[src/rtl/seg7_frame_if.sv]
// seg7_frame_if: valid/ready frame bus carrying recovered
// hex digits and their per-digit blank flags.
interface seg7_frame_if #(
    parameter int NUM_DIGITS = 4
);
    logic [4*NUM_DIGITS-1:0] frame_data_o;
    logic [NUM_DIGITS-1:0]   frame_blank_o;
    logic                    frame_valid_o;
    logic                    frame_ready_i;

    modport master (
        output frame_data_o,
        output frame_blank_o,
        output frame_valid_o,
        input  frame_ready_i
    );

    modport slave (
        input  frame_data_o,
        input  frame_blank_o,
        input  frame_valid_o,
        output frame_ready_i
    );
endinterface

[src/rtl/seg7_scan_decoder.sv]
// seg7_scan_decoder: recovers hex digits from a scanned,
// active-low 7-segment bus and publishes checked frames.
module seg7_scan_decoder #(
    parameter int NUM_DIGITS    = 4,
    parameter int STABLE_CYCLES = 8
) (
    input  logic                  clk,
    input  logic                  rst_n,
    input  logic [6:0]            seg_n,
    input  logic [NUM_DIGITS-1:0] an_n,
    seg7_frame_if.master          frame,
    output logic                  err_pulse_o,
    output logic                  ovf_pulse_o
);
    localparam int SW = NUM_DIGITS + 7;
    localparam int CW = $clog2(STABLE_CYCLES);
    localparam int DW = 4 * NUM_DIGITS;
    localparam logic [CW-1:0] CNT_MAX = CW'(STABLE_CYCLES - 1);

    typedef enum logic [1:0] {IDLE, SETTLE, HELD} state_t;

    state_t                state;
    state_t                state_next;
    logic [SW-1:0]         sync1;
    logic [SW-1:0]         sync2;
    logic [SW-1:0]         prev;
    logic [CW-1:0]         cnt;
    logic [NUM_DIGITS-1:0] an;
    logic [6:0]            seg;
    logic                  change;
    logic                  one_hot;
    logic                  capture;
    logic                  done;
    logic                  err_next;
    logic [5:0]            dec;
    logic [NUM_DIGITS-1:0] hit;
    logic [DW-1:0]         work_nib;
    logic [DW-1:0]         work_nib_next;
    logic [NUM_DIGITS-1:0] work_blank;
    logic [NUM_DIGITS-1:0] work_blank_next;
    logic [NUM_DIGITS-1:0] seen;
    logic [NUM_DIGITS-1:0] seen_upd;
    logic [NUM_DIGITS-1:0] seen_next;
    logic [DW-1:0]         data;
    logic [NUM_DIGITS-1:0] blank;
    logic                  valid;
    logic                  err;
    logic                  ovf;

    // {accepted, blank, nibble}; accepted=0 flags an illegal pattern
    function automatic logic [5:0] decode(input logic [6:0] p);
        logic [5:0] r;
        r = 6'b0;
        case (p)
            7'h40:   r = {2'b10, 4'h0};
            7'h79:   r = {2'b10, 4'h1};
            7'h24:   r = {2'b10, 4'h2};
            7'h30:   r = {2'b10, 4'h3};
            7'h19:   r = {2'b10, 4'h4};
            7'h12:   r = {2'b10, 4'h5};
            7'h02:   r = {2'b10, 4'h6};
            7'h78:   r = {2'b10, 4'h7};
            7'h00:   r = {2'b10, 4'h8};
            7'h10:   r = {2'b10, 4'h9};
            7'h08:   r = {2'b10, 4'hA};
            7'h03:   r = {2'b10, 4'hB};
            7'h46:   r = {2'b10, 4'hC};
            7'h21:   r = {2'b10, 4'hD};
            7'h06:   r = {2'b10, 4'hE};
            7'h0E:   r = {2'b10, 4'hF};
            7'h7F:   r = {2'b11, 4'h0};
            default: r = 6'b0;
        endcase
        return r;
    endfunction

    always_ff @(posedge clk) begin
        if (!rst_n) begin
            sync1 <= '1;
            sync2 <= '1;
            prev  <= '1;
            cnt   <= '0;
            state <= IDLE;
        end else begin
            sync1 <= {an_n, seg_n};
            sync2 <= sync1;
            prev  <= sync2;
            state <= state_next;
            if (change) begin
                cnt <= '0;
            end else if (cnt != CNT_MAX) begin
                cnt <= cnt + CW'(1);
            end
        end
    end

    always_comb begin
        state_next      = state;
        work_nib_next   = work_nib;
        work_blank_next = work_blank;
        seen_upd        = seen;
        err_next        = 1'b0;
        an      = sync2[SW-1:7];
        seg     = sync2[6:0];
        change  = (sync2 != prev);
        one_hot = ($countones(~an) == 1);
        hit     = one_hot ? ~an : '0;
        capture = (state == SETTLE) && !change && (cnt == CNT_MAX);
        dec     = decode(seg);

        unique case (state)
            IDLE: begin
                if (one_hot) state_next = SETTLE;
            end
            SETTLE: begin
                if (change) state_next = one_hot ? SETTLE : IDLE;
                else if (capture) state_next = HELD;
            end
            HELD: begin
                if (change) state_next = one_hot ? SETTLE : IDLE;
            end
            default: state_next = IDLE;
        endcase

        if (capture) begin
            if (dec[5]) begin
                for (int k = 0; k < NUM_DIGITS; k++) begin
                    if (hit[k]) begin
                        work_nib_next[4*k +: 4] = dec[3:0];
                        work_blank_next[k]      = dec[4];
                    end
                end
                seen_upd = seen | hit;
            end else begin
                err_next = 1'b1;
            end
        end

        done      = &seen_upd;
        seen_next = done ? '0 : seen_upd;
    end

    always_ff @(posedge clk) begin
        if (!rst_n) begin
            work_nib   <= '0;
            work_blank <= '0;
            seen       <= '0;
            data       <= '0;
            blank      <= '0;
            valid      <= 1'b0;
            err        <= 1'b0;
            ovf        <= 1'b0;
        end else begin
            work_nib   <= work_nib_next;
            work_blank <= work_blank_next;
            seen       <= seen_next;
            err        <= err_next;
            ovf        <= 1'b0;
            // a finished frame may replace one being accepted this cycle
            if (done) begin
                if (!valid || frame.frame_ready_i) begin
                    data  <= work_nib_next;
                    blank <= work_blank_next;
                    valid <= 1'b1;
                end else begin
                    ovf <= 1'b1;
                end
            end else if (valid && frame.frame_ready_i) begin
                valid <= 1'b0;
            end
        end
    end

    assign frame.frame_data_o  = data;
    assign frame.frame_blank_o = blank;
    assign frame.frame_valid_o = valid;
    assign err_pulse_o         = err;
    assign ovf_pulse_o         = ovf;
endmodule

[src/flat_wrapper.sv]
// flat-port wrapper written by rule: the top's interface ports become plain ports
module seg7_scan_decoder_flat 
#(
    parameter int NUM_DIGITS    = 4,
    parameter int STABLE_CYCLES = 8
)
  (clk, rst_n, seg_n, an_n, err_pulse_o, ovf_pulse_o, frame_frame_data_o, frame_frame_blank_o, frame_frame_valid_o, frame_frame_ready_i);
  seg7_frame_if #(.NUM_DIGITS(NUM_DIGITS)) frame_i ();
  input  logic clk;
  input  logic rst_n;
  input  logic [6:0] seg_n;
  input  logic [NUM_DIGITS-1:0] an_n;
  output logic err_pulse_o;
  output logic ovf_pulse_o;
  output wire logic [$bits(frame_i.frame_data_o)-1:0] frame_frame_data_o;
  output wire logic [$bits(frame_i.frame_blank_o)-1:0] frame_frame_blank_o;
  output wire logic [$bits(frame_i.frame_valid_o)-1:0] frame_frame_valid_o;
  input wire logic [$bits(frame_i.frame_ready_i)-1:0] frame_frame_ready_i;
  assign frame_frame_data_o = frame_i.frame_data_o;
  assign frame_frame_blank_o = frame_i.frame_blank_o;
  assign frame_frame_valid_o = frame_i.frame_valid_o;
  assign frame_i.frame_ready_i = frame_frame_ready_i;
  seg7_scan_decoder #(.NUM_DIGITS(NUM_DIGITS), .STABLE_CYCLES(STABLE_CYCLES)) u_core (.clk(clk), .rst_n(rst_n), .seg_n(seg_n), .an_n(an_n), .frame(frame_i), .err_pulse_o(err_pulse_o), .ovf_pulse_o(ovf_pulse_o));
endmodule
[config.mk]
export PLATFORM = sky130hd
export DESIGN_NAME = seg7_scan_decoder_flat
export DESIGN_NICKNAME = d
export VERILOG_FILES = /design/src/rtl/seg7_frame_if.sv /design/src/rtl/seg7_scan_decoder.sv /design/src/flat_wrapper.sv
export SDC_FILE = /design/constraint.sdc
export NUM_CORES = 1
export LEC_CHECK = 0
export CORE_ASPECT_RATIO = 1.25
export CORE_UTILIZATION = 25
export CTS_BUF_LIST = sky130_fd_sc_hd__clkbuf_4
export CTS_CLUSTER_DIAMETER = 150
export DETAILED_ROUTE_END_ITERATION = 8
export REMOVE_ABC_BUFFERS = 1
export SETUP_SLACK_MARGIN = 0.5
export SLEW_MARGIN = 20
export SYNTH_ARGS = -nofsm -noshare
export SYNTH_HDL_FRONTEND = slang
export SYNTH_SLANG_ARGS = --single-unit
[constraint.sdc]
create_clock -name clk -period 4.4 [get_ports clk]
set_clock_uncertainty 0.15 [all_clocks]
set_input_delay 0.44 -clock clk [delete_from_list [all_inputs] [get_ports clk]]
set_output_delay 0.44 -clock clk [all_outputs]
set_load 0.05 [all_outputs]
==> metrics.cfg <==
[logic_synthesis]
synth-simple-area-share_pct = 23.97
yosys_warnings = 0
syn-cell-area_um2 = 3545
synthFlopType = dfxtp_1
synth_top_family_by_area = simple AND/OR/NAND/NOR gates
async_flop_share_pct = 0
synth_cell_types = 57
syn_inst = 365
syn_avg_cell_area_um2 = 9.711
yosys.area.top_type_share_pct = 48.01
seq_area_frac_synth_pct = 48.01
ys_top_cells_by_area = dfxtp_1 48%, nand2b_1 5.8%, nor2_1 3.2%
synth_edf_count = 0
synth.most_common_cell = dfxtp_1
yosys.area_share.adder_pct = 2.894
synth-seq-cells = 85
netlist.top_cell.by_area = dfxtp_1
synth_common_cells = 85 x dfxtp_1, 33 x nand2b_1, 30 x nor2_1
synthMuxAreaShare_pct = 1.800
yosys.area_share.xor_xnor_pct = 3.459
synth_compound_area_share_pct = 15.95

[floorplanning]
rows = 48
dieHeight_um = 135.1
start_util_pct = 25.66
die_x_um = 108.5
die_area_um2 = 14660
core_um2 = 13810
io_pins = 37

[route]
routed_wl_um = 7997
antenna_left = 0
viasPerCell = 4.875
vias = 2798
first_pass_iters = 4
post-route-drc-count = 0
drt_iter0_drc = 250
wl_per_cell_um = 13.93

[sta]
hold_violations = 0
max_freq_mhz = 265.2
rsz0062_at_grt = yes
relSlewSlack_pct = 60.58
fin_crit_sh_pct = 85.71
setup-violations-final = 0
period_minus_slack_ns = 3.771
slew_viol_final = 0
worst_pin_slew_ns = 0.5905
tns_ns = 0
hold_ws_ns = 0.2372
setup_slack_ns = 0.6285

[clocking]
cts_hold_buf = 0
clockRootBuffer = clkbuf_4
cts.sinks = 85
clock_latency_ns = 0.44
cts_buffer_depth = 2
clk_pin_slew_worst_paths_ns = 0.12
cts_inserted_buffers = 9
cts_tree = done
h-tree-depth = 3

[grt]
grt_pass1_wl_um = 13360
antenna_found_initial = 1
grt_max_degree = 58
grt_pass1_vias = 2754
grt_usage_pct = 11.88
overflow = 0

[layout]
area_growth_pct = 19.20
drive_gt1_share_pct = 13.07
fin_nets = 413
instances_no_fill = 574

[place]
pre_cts_slack_ns = 0.4972
port-buffer-count = 36
dp_hpwl_um = 5704
placedCellCount = 555
routabilityCongestion = 0.8516

[power_and_ir_drop]
ir_worst_vdd_mv = 0.1302
p_leak_nw = 1.548
power.total_mw = 1.341
cellPowerDensity_nw_per_um2 = 317.4

[setup_path]
cpPeakStageDelay_ns = 0.52
cpMostUsedCell = ha_1
endpoint_kind = register
path_cells = inv_1, ha_1, ha_1, fa_1, or3b_2, nor2_1, nand4_1, nand2b_4, or4_4, o22a_1, a32o_1
cp.required_ns = 4.59
critPathMaxFanout = 5
cp_slowest_cell = or3b_2
path_class = reg2reg
arrival_ns = 3.96
cp-start-kind = register
r2r_slack_ns = 0.63

[worst_hold_path]
worstHoldPathType = in2reg

[run]
max-cap-violations = 0

[run_status]
status = complete, no violations

-- worst max-delay path, delay by kind of cell, from the launching register on --
family	cells	cell delay (ns)
adders and majority gates	3	0.92
AOI/OAI and AO/OA	2	0.45
and+or+nand+nor	5	1.65
DFF	1	0.41
buffers and inverters	1	0.09
-- routing by layer --
layer	vias up	part of all wire (%)	GRT usage, %	routed length (um)
li1	1363	-	-	-
met1	1340	42	13.57	3356
met2	77	50	19.87	4014
met5	-	0	0	0
met4	0	3.0	6.907	239
met3	18	4.8	3.030	387
-- cells by family after synthesis --
| logic type | count (synthesis) |
|---|---|
| flip-flops | 85 |
| AO/OA/AOI/OAI | 71 |
| AND/OR/NAND/NOR | 150 |
| multiplexers | 6 |
| XOR/XNOR | 14 |
| buffers and inverters | 31 |
| adder cells (fa/ha/maj) | 8 |
-- flip-flops by register name, summed over array words and instances, names as in the netlist --
| signal | flops |
|---|---|
| u_core.cnt | 3 |
| u_core.err_pulse_o | 1 |
| u_core.frame.frame_blank_o | 4 |
| u_core.frame.frame_data_o | 16 |
| u_core.frame.frame_valid_o | 1 |
| u_core.ovf_pulse_o | 1 |
| u_core.prev | 11 |
| u_core.seen | 4 |
| u_core.state | 2 |
| u_core.sync1 | 11 |
| u_core.sync2 | 11 |
| u_core.work_blank | 4 |
| u_core.work_nib | 16 |
-- report_power, final --
group	leakage, nW	switching [mW]	internal (mW)
clock	0.0766	0.267	0.179
sequential	0.690	0.0168	0.784
combinational	0.781	0.0552	0.0395
total	1.55	0.339	1.00
-- final cells by class --
cell class                      instances  area (um^2)
Inverter                                8        30.03
Clock buffer                           10        75.07
Sequential cell                        85         1707
Antenna cell                            1        2.502
Tap cell                              175        219.0
Timing Repair Buffer                   40        385.4
Fill cell                            1491         9588
Multi-Input combinational cell        249         1745
Clock inverter                          6        61.31
-- repair_timing --
action | 4_1_cts | 5_1_grt
setup buffers | 2 | 0
gates resized for setup | 1 | 13
setup endpoints to repair | 10 | 31
pin swaps | 0 | 1
-- path summary, 6_finish.rpt --
path | cells after the start | end | from
max | 11 | u_core.frame.frame_data_o[5]$_SDFFE_PN0P_ | u_core.sync2[9]$_SDFF_PN1_
min reg2reg | 1 | u_core.sync2[5]$_SDFF_PN1_ | u_core.sync1[5]$_SDFF_PN1_
min | 2 | u_core.sync1[4]$_SDFF_PN1_ | rst_n
max reg2reg | 11 | u_core.frame.frame_data_o[5]$_SDFFE_PN0P_ | u_core.sync2[9]$_SDFF_PN1_
-- placed cells by master (no fill, tap or decap), drive strengths merged, types with 5 or more instances in the layout --
| master | n |
|---|---|
| a21oi | 7 |
| a32o | 8 |
| and2 | 16 |
| buf | 5 |
| clkbuf | 10 |
| clkdlybuf4s50 | 35 |
| dfxtp | 85 |
| ha | 5 |
| inv | 9 |
| nand2 | 19 |
| nand2b | 33 |
| nand3 | 8 |
| nor2 | 30 |
| nor3 | 10 |
| nor3b | 6 |
| o21ai | 12 |
| o22a | 8 |
| o311ai | 6 |
| xnor2 | 6 |
| xor2 | 8 |
-- per-stage QoR --
stage | util [%] | cell area, um^2
3_3_place_gp | 29.14 | 4025
6_report | 30.59 | 4225
2_1_floorplan | - | 3436
4_1_cts | 30.24 | 4178
5_1_grt | 30.59 | 4225
3_5_place_dp | 29.14 | 4025
(Power assumes the default switching activity.)
